File: src/rtl/duck_frame_tx.sv
// duck_frame_tx: snapshots the upstream hash on each sync_lock rise and streams [SYNC_BYTE, payload MSB-first, XOR checksum]
//   clk, rst         clock, synchronous active-high reset
//   hash_in          upstream hash, captured on a sync_lock rising edge while idle
//   sync_lock        upstream lock flag; rising edge requests a frame
//   out_data/valid/last/ready  valid/ready byte stream; out_last marks the checksum byte
//   busy             frame in flight
//   drop_cnt         saturating count of requests lost while busy
module duck_frame_tx #(
    parameter int         HASH_W    = 256,
    parameter logic [7:0] SYNC_BYTE = 8'hD5,
    parameter int         DROP_W    = 8
) (
    input  logic              clk,
    input  logic              rst,
    input  logic [HASH_W-1:0] hash_in,
    input  logic              sync_lock,
    output logic [7:0]        out_data,
    output logic              out_valid,
    output logic              out_last,
    input  logic              out_ready,
    output logic              busy,
    output logic [DROP_W-1:0] drop_cnt
);
    localparam int NB = HASH_W / 8;
    localparam int IW = NB > 1 ? $clog2(NB) : 1;
    typedef enum logic [1:0] {IDLE, HDR, PAY, CSUM} state_t;
    state_t            state, state_n;
    logic              sync_q, rise, acc;
    logic [HASH_W-1:0] shreg;
    logic [7:0]        csum;
    logic [IW-1:0]     idx;
    assign rise = sync_lock & ~sync_q;
    // Outputs depend only on state, so acceptance never feeds back into out_valid.
    assign acc  = (state != IDLE) & out_ready;
    always_comb begin
        state_n   = state;
        out_valid = state != IDLE;
        busy      = state != IDLE;
        out_last  = state == CSUM;
        out_data  = state == HDR  ? SYNC_BYTE :
                    state == PAY  ? shreg[HASH_W-1 -: 8] :
                    state == CSUM ? csum : 8'h00;
        case (state)
            IDLE:    if (rise) state_n = HDR;
            HDR:     if (acc) state_n = PAY;
            PAY:     if (acc && idx == IW'(NB - 1)) state_n = CSUM;
            CSUM:    if (acc) state_n = IDLE;
            default: state_n = IDLE;
        endcase
    end
    always_ff @(posedge clk) begin
        if (rst) begin
            state    <= IDLE;
            sync_q   <= 1'b0;
            shreg    <= '0;
            csum     <= 8'h00;
            idx      <= '0;
            drop_cnt <= '0;
        end else begin
            state  <= state_n;
            sync_q <= sync_lock;
            if (state == IDLE && rise) begin
                shreg <= hash_in;
                csum  <= 8'h00;
                idx   <= '0;
            end
            if (state == PAY && acc) begin
                shreg <= shreg << 8;
                csum  <= csum ^ shreg[HASH_W-1 -: 8];
                idx   <= idx + 1'b1;
            end
            // A rise outside IDLE is lost, including one on the final accept cycle.
            if (rise && state != IDLE && ~&drop_cnt) drop_cnt <= drop_cnt + 1'b1;
        end
    end
endmodule
File: config.mk
export PLATFORM = sky130hd
export DESIGN_NAME = duck_frame_tx
export DESIGN_NICKNAME = d
export VERILOG_FILES = /design/src/rtl/duck_frame_tx.sv
export SDC_FILE = /design/constraint.sdc
export NUM_CORES = 1
export LEC_CHECK = 0
export BUFFER_PORTS_ARGS = -buffer_cell sky130_fd_sc_hd__clkbuf_2
export CORE_UTILIZATION = 40
export DETAILED_ROUTE_END_ITERATION = 6
export HOLD_SLACK_MARGIN = 0.02
export PLACE_DENSITY = 0.65
export SYNTH_ARGS = -nofsm -noshare
export SYNTH_HDL_FRONTEND = slang
export SYNTH_SLANG_ARGS = --single-unit
export TNS_END_PERCENT = 100
File: constraint.sdc
create_clock -name clk -period 1.9 [get_ports clk]
set_clock_uncertainty 0.2 [all_clocks]
set_input_delay 0.285 -clock clk [delete_from_list [all_inputs] [get_ports clk]]
set_output_delay 0.285 -clock clk [all_outputs]
set_load 0.02 [all_outputs]
==> reports/results.ini <==
[power_and_ir_drop]
swShare_pct=37.6
comb_power_share_pct=45.8
clkPwrFrac_pct=22.7
power_density_nw_per_um2=1160
pwr-share-seq_pct=31.5
ir_drop_mv=0.729
switching_power_mw=9.68
p_int_mw=16.0
p_leak_nw=8.71

[cells_and_area]
final_core_util_pct=82.0
fill_cells=1369
nNetsFinal=2192
stdcell_area_sq_um=22200
drive_above_1_share_pct=56.8
syn2layout_area_growth_pct=99.6

[cts]
cts_tree=yes
h-tree-depth=1
cts_root_buf=clkbuf_16
cts_made_buffers=30
clkLatencyLatePin_ns=0.55
numClockSinks=280
cts_buffer_depth=3
clk_pin_slew_worst_paths_ns=0.07

[grt]
grt_overflow=0
grt_max_degree=69
antenna_found_initial=3
grt_pass1_wl_microns=67500
grt_pass1_vias=13100
grtUsageTotal_pct=29.5

[run_status]
violations=negative setup slack
outcome=finished with violations

[yosys]
ys.warnings.count=0
synth_area_leader_cell=dfxtp_1
syn_area_sq_um=11100
ys_seq_area_share_pct=50.4
synth-edff-count=0
avgSynthCellArea_sq_um=8.52
ys_top_cells_by_area=dfxtp_1 (50%), a22oi_1 (15%), a21oi_1 (11%), nand2_1 (8.6%), clkbuf_1 (2.0%)
netlist_instances=1306
synth_top_area_share_pct=50.4
syn-num-nets=1574
async_reset_ff_share_pct=0
synth-main-ff-cell=dfxtp_1
post_synth_num_cell_types=42
synth_seq_cells=280

[timing]
setup_violations=281
hold_viol=0
worst_pin_slew_ns=0.492
finalCritPeriodShare_pct=125
post-route-min-period_ns=2.37
drv_slew=0
setup_slack_ns=-0.473
clock.fmax_mhz=421
rsz0062_at_grt=yes
whs_ns=0.134
slew_headroom_pct=67.2

[routing]
via_per_inst=5.98
drt-total-wl_microns=56700
dr.pass1.iters=5
drc=0
dr_total_vias=13900
wire_per_inst_microns=24.4
ant_nets=0
drtIter0Drc=1436

[place]
preCtsSetupSlack_ns=-0.103
gp_congestion=0.790
hpwl_microns=21000
io_buffers=278
place_area_sq_um=13200

[critical_path]
cp_max_fo=8
cp-start-kind=flip-flop
crit_type=reg2reg
cp_data_arrival_time_ns=2.59
r2r-end=shreg[219]
reg2reg_slack_ns=-0.47
crit_required_ns=2.12
r2r_cells=10
reg2reg_from=state[1]
end_kind=flip-flop

[worst_hold_path]
hold_path_depth=5
hp-class=in2reg
hp-start=out_ready
hold_end=csum[7]

[floorplanning]
fp-row-count=60
initial_utilization_pct=41.1
die-area_sq_um=28500
design.portCount=279
dieWidth_microns=169
fp.dieH_microns=169
coreArea_sq_um=27100

[flow_run]
drv_cap=0

-- flip-flops by register name (all words and copies together) (netlist names) --
register,count
csum,8
sync_q,1
drop_cnt,8
state,2
idx,5
shreg,256
-- power groups by stage --
stage / Sequential (mW) / Combinational [mW] / Clock [mW]
after floorplan: 7.44 / 3.33 / 0
after global placement: 7.57 / 4.97 / 0
after detailed placement: 7.60 / 5.04 / 0
after CTS: 7.53 / 7.68 / 5.75
after global routing: 8.15 / 12.2 / 6.10
final: 8.10 / 11.8 / 5.85
-- stage by stage --
step	std cells	setup TNS, ns	total power, mW
5_1_grt	2321	-69.16	26.4
3_5_place_dp	1898	-10.31	12.6
3_3_place_gp	1898	-6.64	12.5
2_1_floorplan	1306	-0.298	10.8
4_1_cts	2277	-47.11	21.0
6_report	2324	-55.71	25.7
-- worst max path at each step --
stage | cells past startpoint | start | to | slack [ns]
finish | 10 | state[1] | shreg[219] | -0.47
global route | 9 | state[1] | shreg[15] | -0.56
CTS | 7 | state[1] | out_data[5] | -0.36
detailed placement | 7 | state[0] | shreg[89] | -0.10
global placement | 6 | state[0] | shreg[128] | -0.07
floorplan | 5 | state[0] | out_data[0] | -0.1
-- kinds of logic (layout without fill, tap and decap cells) --
family | count (synthesis) | count (layout) | synth area share [%]
other cells | 0 | 5 | 0
compound gates | 505 | 505 | 28.2
buf+inv | 125 | 766 | 5.53
fa+ha+maj | 8 | 8 | 0.900
simple gates | 375 | 375 | 13.9
flops | 280 | 280 | 50.4
xor+xnor | 9 | 9 | 0.708
mux | 4 | 4 | 0.382
-- layer usage --
metal	share of wire [%]	routed length, microns	GRT usage, %
met1	36	20200	34.4
met4	6.6	3770	14.4
met5	0	0	0
met2	50	28400	51.7
met3	7.7	4370	5.87
-- cell type report --
type | count | area [sq um] | share of cell area [%]
repair buffers | 707 | 7100 | 32.0
clock buffers | 50 | 927 | 4.17
flip-flops and latches | 280 | 5610 | 25.2
clock inverters | 5 | 27.5 | 0.124
well taps | 372 | 465 | 2.10
diodes | 5 | 12.5 | 0.0563
inverters | 4 | 25.0 | 0.113
multi-input cells | 901 | 8040 | 36.2
-- critical path, stage by stage (launching register included) --
cell and delay, ns:
dfxtp_2 0.34, buf_6 0.12, ha_4 0.17, buf_6 0.11, and3b_4 0.22, buf_6 0.13
buf_6 0.12, buf_12 0.15, buf_16 0.15, a22oi_2 0.40, a21oi_2 0.12
-- cell usage after synthesis, types with 2 or more instances --
library cell and instances:
nand2b_1 4, mux2i_1 2, dfxtp_1 280, nor3_1 32, nand3_1 6, nor2b_1 3, and3_1 2, a311oi_1 2
o21ai_0 7, nor2_1 58, and3b_1 2, o22ai_1 31, buf_2 36, clkbuf_1 59, xor2_1 8, ha_1 8
buf_4 23, nand3b_1 4, a22oi_1 219, a21oi_1 240, inv_1 4, buf_6 2, nand4_1 2, nand2_1 254
-- repair_timing --
item / 4_1_cts / 5_1_grt
buffers inserted: 31 / 40
hold endpoints to repair: 259 / 0
cloned: 35 / 22
gates resized for setup: 164 / 787
pin swaps: 52 / 434
endpoints found under the setup margin: 247 / 278
hold buffers: 258 / 0
-- cells in the final DEF (no fill, tap or decap), types with 4 or more instances in the layout --
master and n:
buf_6 34, nor2_4 4, dlygate4sd3_1 258, diode_2 5
clkbuf_2 266, ha_1 4, nand2_4 165, a22oi_2 165
buf_12 48, nand3_1 5, nor2_2 4, o22ai_1 28
a21oi_2 201, a22oi_1 54, nor2_1 51, dfxtp_1 278
nor3_2 5, a21oi_1 38, buf_16 26, nand2_2 39
nor3_1 27, clkbuf_8 12, buf_4 27, xor2_1 8
nand2_1 50, ha_4 4, buf_8 21, clkbuf_1 11
clkbuf_16 53, nand3b_1 4, clkinv_2 4
(Power assumes the default switching activity.)
